### config.mk
export PLATFORM = sky130hd
export DESIGN_NAME = bram_arbiter
export DESIGN_NICKNAME = d
export VERILOG_FILES = /design/src/rtl/bram_arbiter_pkg.sv /design/src/rtl/bram_arb_select.sv /design/src/rtl/bram_arbiter.sv
export SDC_FILE = /design/constraint.sdc
export NUM_CORES = 1
export LEC_CHECK = 0
export ABC_AREA = 1
export CELL_PAD_IN_SITES_DETAIL_PLACEMENT = 0
export CELL_PAD_IN_SITES_GLOBAL_PLACEMENT = 1
export CORE_MARGIN = 2
export CORE_UTILIZATION = 27
export CTS_CLUSTER_SIZE = 28
export DETAILED_ROUTE_END_ITERATION = 10
export PLACE_DENSITY_LB_ADDON = 0.1
export REMOVE_ABC_BUFFERS = 1
export SLEW_MARGIN = 10
export SYNTH_ARGS = -nofsm -noshare
export SYNTH_HDL_FRONTEND = slang
export SYNTH_SLANG_ARGS = --single-unit
### constraint.sdc
create_clock -name clock -period 1.5 [get_ports clock]
set_input_delay 0.375 -clock clock [delete_from_list [all_inputs] [get_ports clock]]
set_output_delay 0.375 -clock clock [all_outputs]
set_load 0.05 [all_outputs]
### src/rtl/bram_arbiter_pkg.sv
// ---------------------------------------------------------------------------
// bram_arbiter_pkg
// Shared types and constants for the imem/dmem block-RAM arbiter.
//   arb_state_t          : arbiter FSM states (IDLE, BUSY, RESP)
//   bram_req_t           : request latched onto the BRAM interface
//   DEFAULT_STARVE_LIMIT : default dmem grants allowed while imem is waiting
// ---------------------------------------------------------------------------
package bram_arbiter_pkg;

    typedef enum logic [1:0] {
        IDLE = 2'd0,
        BUSY = 2'd1,
        RESP = 2'd2
    } arb_state_t;

    typedef struct packed {
        logic        instr;
        logic [31:0] addr;
        logic [31:0] wdata;
        logic [3:0]  wstrb;
    } bram_req_t;

    localparam int DEFAULT_STARVE_LIMIT = 4;

endpackage

### src/rtl/bram_arb_select.sv
// ---------------------------------------------------------------------------
// bram_arb_select
// Combinational winner selection between the fetch and load/store ports.
// Configuration macro: BRAM_ARB_RR_EN
//   defined   : round-robin, rr_imem_next says which side wins a tie
//   undefined : dmem has priority, imem forced through once starve_cnt
//               reaches STARVE_LIMIT
// Ports:
//   imem_valid, dmem_valid : pending requests
//   starve_cnt             : consecutive dmem grants while imem waited
//   rr_imem_next           : 1 when imem is preferred on the next tie
//   grant_imem             : 1 = imem wins, 0 = dmem wins (meaningful only
//                            when at least one valid is high)
// ---------------------------------------------------------------------------
module bram_arb_select
    import bram_arbiter_pkg::*;
#(
    parameter int STARVE_LIMIT = DEFAULT_STARVE_LIMIT
) (
    input  logic       imem_valid,
    input  logic       dmem_valid,
    input  logic [3:0] starve_cnt,
    input  logic       rr_imem_next,
    output logic       grant_imem
);

`ifdef BRAM_ARB_RR_EN
    // The starve count and limit play no part in round-robin mode.
    logic unused_sel;
    assign unused_sel = |{starve_cnt, 4'(STARVE_LIMIT)};

    assign grant_imem = imem_valid && (!dmem_valid || rr_imem_next);
`else
    // The round-robin pointer plays no part in fixed-priority mode.
    logic unused_sel;
    assign unused_sel = rr_imem_next;

    assign grant_imem = imem_valid &&
                        (!dmem_valid || (starve_cnt == 4'(STARVE_LIMIT)));
`endif

endmodule

### src/rtl/bram_arbiter.sv
// ---------------------------------------------------------------------------
// bram_arbiter
// Shares one single-ported BRAM between the instruction-fetch port (imem)
// and the load/store port (dmem). The winning request is latched onto the
// bram_* outputs until bram_ready, then the read data is returned to the
// owner together with a one-cycle ready pulse. All outputs are registered.
// Configuration macro: BRAM_ARB_RR_EN (round-robin instead of dmem priority
// with STARVE_LIMIT anti-starvation).
// Ports:
//   clock, reset                      : clock, async active-low reset
//   imem_valid/addr/rdata/ready       : fetch port
//   dmem_valid/addr/wdata/wstrb/rdata/ready : load/store port
//   bram_valid/instr/addr/wdata/wstrb : latched request towards the BRAM
//   bram_rdata, bram_ready            : BRAM response
// ---------------------------------------------------------------------------
module bram_arbiter
    import bram_arbiter_pkg::*;
#(
    parameter int STARVE_LIMIT = DEFAULT_STARVE_LIMIT
) (
    input  logic        clock,
    input  logic        reset,
    input  logic        imem_valid,
    input  logic [31:0] imem_addr,
    output logic [31:0] imem_rdata,
    output logic        imem_ready,
    input  logic        dmem_valid,
    input  logic [31:0] dmem_addr,
    input  logic [31:0] dmem_wdata,
    input  logic [3:0]  dmem_wstrb,
    output logic [31:0] dmem_rdata,
    output logic        dmem_ready,
    output logic        bram_valid,
    output logic        bram_instr,
    output logic [31:0] bram_addr,
    output logic [31:0] bram_wdata,
    output logic [3:0]  bram_wstrb,
    input  logic [31:0] bram_rdata,
    input  logic        bram_ready
);

    arb_state_t state;
    bram_req_t  req;
    logic [3:0] starve_cnt;
    logic       rr_imem_next;
    logic       grant_imem;

    bram_arb_select #(
        .STARVE_LIMIT (STARVE_LIMIT)
    ) u_select (
        .imem_valid   (imem_valid),
        .dmem_valid   (dmem_valid),
        .starve_cnt   (starve_cnt),
        .rr_imem_next (rr_imem_next),
        .grant_imem   (grant_imem)
    );

    assign bram_instr = req.instr;
    assign bram_addr  = req.addr;
    assign bram_wdata = req.wdata;
    assign bram_wstrb = req.wstrb;

    // Grant in IDLE, hold the request in BUSY until the BRAM answers, then
    // spend one RESP cycle showing the ready pulse before accepting again.
    always_ff @(posedge clock or negedge reset) begin
        if (!reset) begin
            state        <= IDLE;
            req          <= '0;
            bram_valid   <= 1'b0;
            imem_rdata   <= '0;
            imem_ready   <= 1'b0;
            dmem_rdata   <= '0;
            dmem_ready   <= 1'b0;
            starve_cnt   <= '0;
            rr_imem_next <= 1'b1;
        end else begin
            case (state)
                IDLE: begin
                    if (imem_valid || dmem_valid) begin
                        req.instr  <= grant_imem;
                        req.addr   <= grant_imem ? imem_addr : dmem_addr;
                        // imem is read-only: never forward store data for it
                        req.wdata  <= grant_imem ? 32'd0 : dmem_wdata;
                        req.wstrb  <= grant_imem ? 4'd0  : dmem_wstrb;
                        bram_valid <= 1'b1;
                        state      <= BUSY;
`ifdef BRAM_ARB_RR_EN
                        rr_imem_next <= !grant_imem;
`else
                        // Only dmem wins that made imem wait count as starvation
                        if (grant_imem) begin
                            starve_cnt <= '0;
                        end else if (imem_valid) begin
                            starve_cnt <= starve_cnt + 4'd1;
                        end
`endif
                    end
                end
                BUSY: begin
                    if (bram_ready) begin
                        if (req.instr) begin
                            imem_rdata <= bram_rdata;
                            imem_ready <= 1'b1;
                        end else begin
                            dmem_rdata <= bram_rdata;
                            dmem_ready <= 1'b1;
                        end
                        req        <= '0;
                        bram_valid <= 1'b0;
                        state      <= RESP;
                    end
                end
                RESP: begin
                    imem_ready <= 1'b0;
                    dmem_ready <= 1'b0;
                    state      <= IDLE;
                end
                default: begin
                    state <= IDLE;
                end
            endcase
        end
    end

endmodule

### Yosys cells after proc, flatten, opt, wreduce, memory -nomap -nowiden

Index checks and enable logic that the tools add are counted.

* bits in registers: 142
* latch bits: 0
* bits in writable memories: 0
* memory bits (read-only): 0
* input port bits: 137
* word-level logic and storage cells: 55
* memories: 0

* add/subtract/negate cells: 1
* multiply operators: 0
* div/mod/pow operators: 0
* $lt $le $gt $ge: 0
* eq/ne operators: 7
* shift-type cells: 0
* mux-type cells: 20
* bitwise logic cells: 1
* reductions and logical operators: 15

Operator list (count)
* $mux 69: 2
* $pmux 69 s2: 1
* $mux 32: 2
* $reduce_and 3->1: 6
* $mux 4: 3
* $ne 2x2->1 const B: 4
* $mux 1: 6
* $pmux 1 s2: 3
* $reduce_bool 2->1: 3
* $add 4x1->4 const B: 1
* $eq 4x3->1 const B: 1
* $mux 2: 2
* $pmux 2 s2: 1
* $eq 2x1->1 const B: 1
* $eq 2x2->1 const B: 1
* $logic_not 2->1: 1
* $logic_or 1x1->1: 2
* $reduce_and 2->1: 1
* $logic_and 1x1->1: 1
* $logic_not 1->1: 1
* $not 1->1: 1

### Longest topological paths before layout

* depth in word-level cells: 6
* gate-level depth with buffers: 9
* gate-level depth less buffers: 7

### Cells and area by module

Synthesis repeated with hierarchy kept, for this count alone.

* cell total of the unflattened synthesis: 626
* area total of the unflattened synthesis: 5901.9 sq um

Modules (own cells, without submodules)
* bram_arbiter: times used 1, cells each 620, area each 5874.4 sq um
* bram_arb_select: times used 1, cells each 6, area each 27.5 sq um

### Worst setup path before layout

Ideal clock, no wire load.

* path type: register to register
* from: reg req (netlist bit bram_instr)
* to: reg dmem_rdata[0]
* library setup time: 130 ps
* data arrival time: 1305 ps
* required time: 1370 ps
* setup slack: 65 ps
* cell stages (with the launch flop): 6
* period minus slack after synthesis: 1435 ps
* path through: dfrtp_1 -> nor2_1 -> nand2_1 -> buf_2 -> clkbuf_1 -> o21ai_0

* longest elaborated chain between the ends: 2

RTL lines
* start: declaration: RTL line bram_arbiter.sv:43 `bram_req_t req;`
* $not 1->1 (no source line)
* $reduce_and 3->1 (no source line)
* end signal: assignment: RTL line bram_arbiter.sv:105 `dmem_rdata <= bram_rdata;`
* end: declaration: RTL line bram_arbiter.sv:31 `output logic [31:0] dmem_rdata,`

Every way passes these cells.
A chain may end at the register's enable or synchronous reset.

### Final worst setup path

* from: reg starve_cnt[1]
* to: reg req (netlist bit bram_addr[4])

* longest elaborated chain between the ends: 6

RTL lines
* start: declaration: RTL line bram_arbiter.sv:44 `logic [3:0] starve_cnt;`
* start signal: assignment: RTL line bram_arbiter.sv:94 `starve_cnt <= starve_cnt + 4'd1;`
* $eq 4x3->1: RTL line bram_arb_select.sv:39 `(!dmem_valid || (starve_cnt == 4'(STARVE_LIMIT)));`
* $logic_or 1x1->1: RTL line bram_arb_select.sv:39
* $logic_and 1x1->1: RTL line bram_arb_select.sv:38 `assign grant_imem = imem_valid &&`
* $mux 32: RTL line bram_arbiter.sv:81 `req.addr <= grant_imem ? imem_addr : dmem_addr;`
* $mux 69: RTL line bram_arbiter.sv:79 `if (imem_valid || dmem_valid) begin`
* $pmux 69 s2: RTL line bram_arbiter.sv:77 `case (state)`

Every way passes these cells. The select of a mux whose other input is x is not followed.

==> results_tabular.tex <==
\begin{tabular}{lr}
\hline
Metric & Value \\
\hline
\multicolumn{2}{l}{\textbf{STA}} \\
Minimum period implied by the final worst setup slack & about 1.4 ns \\
Highest Clock Rate & just under 700 MHz \\
Number of endpoints with negative hold slack in the final report & 0 \\
Worst max-slew margin expressed relative to the limit & 71.5\% \\
Worst hold margin & between 0.4 and 0.5 ns \\
Count of final max-slew check failures & 0 \\
Transition time at the pin with the least slew margin & about 0.43 ns \\
Worst clock skew & around 0.015 ns \\
RSZ-0062 raised after global routing & true \\
Number of setup violations in the final report & 0 \\
Portion of the clock cycle consumed by the worst path in the final layout & a little over nine tenths \\
\multicolumn{2}{l}{\textbf{Run}} \\
Max-cap violations & 0 \\
\multicolumn{2}{l}{\textbf{Yosys}} \\
Synthesis warning total & 0 \\
Number of cells produced by synthesis & approximately 630 \\
FF+latch count, synth & about 140 \\
Fraction of synthesized cell area taken by the top area cell type & 60.4\% \\
Largest area contributor in the netlist & sky130\_fd\_sc\_hd\_\_dfrtp\_1 \\
Sequential area share after synthesis & between 60\% and 70\% \\
Mean cell area of the mapped netlist & $\sim$9.3 µm² \\
Cell area after synthesis & 5880 µm² \\
Number of distinct library cells after synthesis & 22 \\
Synth area leaders & sky130\_fd\_sc\_hd\_\_dfrtp\_1, sky130\_fd\_sc\_hd\_\_nand3\_1, sky130\_fd\_sc\_hd\_\_nand2\_1 \\
\multicolumn{2}{l}{\textbf{Routing}} \\
Via count & roughly 5400 \\
Count of TritonRoute iterations in the first routing pass & 6 \\
DRC violations left & 0 \\
Post-DR wirelength/cell & between 15 and 20 µm \\
Post-DR vias/cell & about 4.5 \\
Remaining number of nets flagged by the antenna check after routing & 0 \\
Iteration-0 DRC Markers & around 260 \\
Routed wire length & between 15 and 20 mm \\
\multicolumn{2}{l}{\textbf{Clocking}} \\
Buffer depth of the longest clock path & 2 \\
Clock Root Buffer & sky130\_fd\_sc\_hd\_\_clkbuf\_16 \\
Clock latency on the worst-skew pair & roughly 0.42 ns \\
Clock sink count & 142 \\
CTS HTree Levels & 4 \\
TritonCTS Buffers & 17 \\
CTS tree & yes \\
Clock-pin transition on the worst setup and hold timing paths & approximately 0.060 ns \\
\multicolumn{2}{l}{\textbf{Setup path}} \\
R2r startpoint & starve\_cnt[1] \\
Critical path's top delay family & simple AND/OR/NAND/NOR gates \\
Startpoint type of the worst setup path & register \\
Most common cell type on the critical path & sky130\_fd\_sc\_hd\_\_nand3\_1 \\
Worst setup path category & reg2reg \\
Crit path cell chain & inv\_1 -> ha\_1 -> nand3\_2 -> nand2\_4 -> nand2\_8 -> clkbuf\_16 -> nand3\_1 -> nand3\_1 \\
Slowest cell on the critical path & sky130\_fd\_sc\_hd\_\_dfrtp\_1 \\
Required time at the endpoint of the critical path & $\sim$1.8 ns \\
Number of cell instances on the worst register-to-register path & 8 \\
Data arrival, critical path & 1.74 ns \\
Worst reg2reg path endpoint & bram\_addr[4] \\
FF-to-FF setup slack & 0.05 ns \\
Maximum net fanout on the critical path & 13 \\
Element type at the critical path end & register \\
Buffers plus inverters on the worst setup path & 2 \\
Largest stage delay on the critical path & about 0.4 ns \\
\multicolumn{2}{l}{\textbf{Hold path}} \\
Tightest Hold Check Type & in2async \\
\multicolumn{2}{l}{\textbf{Placed design}} \\
Final RePlAce weighted congestion & slightly below 0.8 \\
Number of port buffers & about 270 \\
Placed Instances & approximately 1200 \\
Cell Area, Placed & about 10000 µm² \\
Post-detail-place hpwl & approximately 14 mm \\
\multicolumn{2}{l}{\textbf{Die}} \\
Die footprint & 23000 µm² \\
Initial core utilization & 27.2\% \\
Core area & 21600 µm² \\
Horizontal die dimension & 152 µm \\
Die Height & between 150 and 200 µm \\
Number of rows in the core area & 54 \\
Count of pins on the block boundary & roughly 270 \\
\multicolumn{2}{l}{\textbf{Global route}} \\
Aggregate global routing overflow & 0 \\
Vias in the first global route & 5551 \\
Global-route usage over all layers & 16.9\% \\
Maximum number of pins on one net before global-route repair & 69 \\
Initial antenna violation count & 0 \\
First-pass GRT wire length & around 30 mm \\
\multicolumn{2}{l}{\textbf{Finish}} \\
Post-synthesis to final-layout area growth & 89.1\% \\
Non-Filler Cell Area, Final & between 10000 and 15000 µm² \\
Number of standard cells in the layout, taps in and fillers out & 1209 \\
Diodes inserted & 0 \\
Share of the core filled with cells in the final layout & 51.5\% \\
Layout net count & around 1100 \\
Layout cell share with drive strength beyond 1 & 25.7\% \\
Number of filler cells placed in the layout & 1920 \\
\multicolumn{2}{l}{\textbf{Power}} \\
Leakage & roughly 5.2 nW \\
Total power after layout & 29.0 mW \\
Power density of the placed cells & between 2000 and 3000 nW/µm² \\
Highest ir drop seen on vdd & approximately 0.0012 V \\
\multicolumn{2}{l}{\textbf{Run status}} \\
Result of the run & finished clean \\
\hline
\end{tabular}
power by group:
part	switching, mW	total (mW)	leakage [nW]	internal [mW]
sequential	1.96	7.55	1.81	5.59
combinational	9.32	17.4	3.15	8.07
clock	1.65	4.09	0.276	2.43
cell usage in the layout, fill, tap and decap left out, drive strengths merged:
cell | synthesis | layout
nand2 | 185 | 185
buf | 29 | 169
dfrtp | 142 | 142
nand3 | 139 | 139
clkdlybuf4s50 | 0 | 135
o21ai | 70 | 70
inv | 45 | 48
clkbuf | 13 | 19
clkinv | 0 | 6
nor2 | 5 | 5
ha | 2 | 2
bufinv | 0 | 2
clkinvlp | 0 | 2
a21oi | 2 | 2
xor2 | 1 | 1
nand4 | 1 | 1
dlygate4sd3 | 0 | 1
worst register-to-register path: stages (launching register included):
cell	delay [ns]
sky130_fd_sc_hd__dfrtp_1	0.40
sky130_fd_sc_hd__inv_1	0.09
sky130_fd_sc_hd__ha_1	0.17
sky130_fd_sc_hd__nand3_2	0.10
sky130_fd_sc_hd__nand2_4	0.14
sky130_fd_sc_hd__nand2_8	0.10
sky130_fd_sc_hd__clkbuf_16	0.20
sky130_fd_sc_hd__nand3_1	0.08
sky130_fd_sc_hd__nand3_1	0.07
sequential cells by signal (all words and copies together), names as in the netlist:
signal      count
imem_rdata     32
dmem_rdata     32
starve_cnt      4
state           2
bram_wdata     32
bram_addr      32
imem_ready      1
bram_wstrb      4
dmem_ready      1
bram_instr      1
bram_valid      1
cells by family (layout without fill, tap and decap cells):
group	count (synthesis)	after routing	synth area share, %
and+or+nand+nor	330	330	24.3
buffers and inverters	87	382	7.12
xor gates and xnor gates	1	1	0.149
DFF	142	142	60.4
adders and majority gates	2	2	0.425
AOI/OAI and AO/OA	72	72	7.65
cell usage after synthesis, drive strengths merged:
cell type and n:
buf 29, dfrtp 142, nand3 139, a21oi 2, clkbuf 13, nand2 185
o21ai 70, inv 45, ha 2, nor2 5, nand4 1, xor2 1
how the worst max path moves through the flow:
stage / cells after the start / slack [ns] / to / from
after global placement: 7 / -0.24 / bram_addr[12] / bram_ready
after floorplan: 7 / -1.34 / starve_cnt[0] / starve_cnt[0]
after CTS: 8 / -0.004 / bram_wdata[28] / starve_cnt[1]
after detailed placement: 6 / -0.26 / bram_addr[23] / imem_valid
final: 8 / 0.05 / bram_addr[4] / starve_cnt[1]
after global routing: 8 / -0.01 / bram_addr[4] / starve_cnt[1]
repair_timing:
item / 4_1_cts / 5_1_grt
pin swaps: 0 / 2
endpoints found under the setup margin: 3 / 70
buffers inserted: 0 / 3
hold buffers: 1 / 0
cloned: 0 / 3
endpoints found under the hold margin: 27 / 0
gates resized for setup: 2 / 9
final cells by class:
cell class / count / area (µm²) / share of cell area (%)
Clock inverter: 13 / 139 / 1.25
Tap cell: 280 / 350 / 3.15
Clock buffer: 17 / 425 / 3.82
Sequential cell: 142 / 3550 / 31.9
Timing Repair Buffer: 307 / 4530 / 40.7
Inverter: 45 / 169 / 1.52
Multi-Input combinational cell: 405 / 1960 / 17.6
per-layer routing:
layer | track usage, % | wire, µm | vias up
li1 | - | - | 2621
met1 | 20.7 | 7930 | 2535
met2 | 26.6 | 9220 | 223
met3 | 8.83 | 2210 | 13
met4 | 3.94 | 150 | 0
met5 | 0 | 0 | -
stage by stage:
stage               setup WS [ns]  setup TNS, ns
floorplan                   -1.34        -117.54
global placement           -0.238         -25.82
detailed placement         -0.260         -26.70
CTS                      -0.00395       -0.00848
global route              -0.0123        -0.0608
finish                     0.0504              0
(Power assumes the default switching activity.)
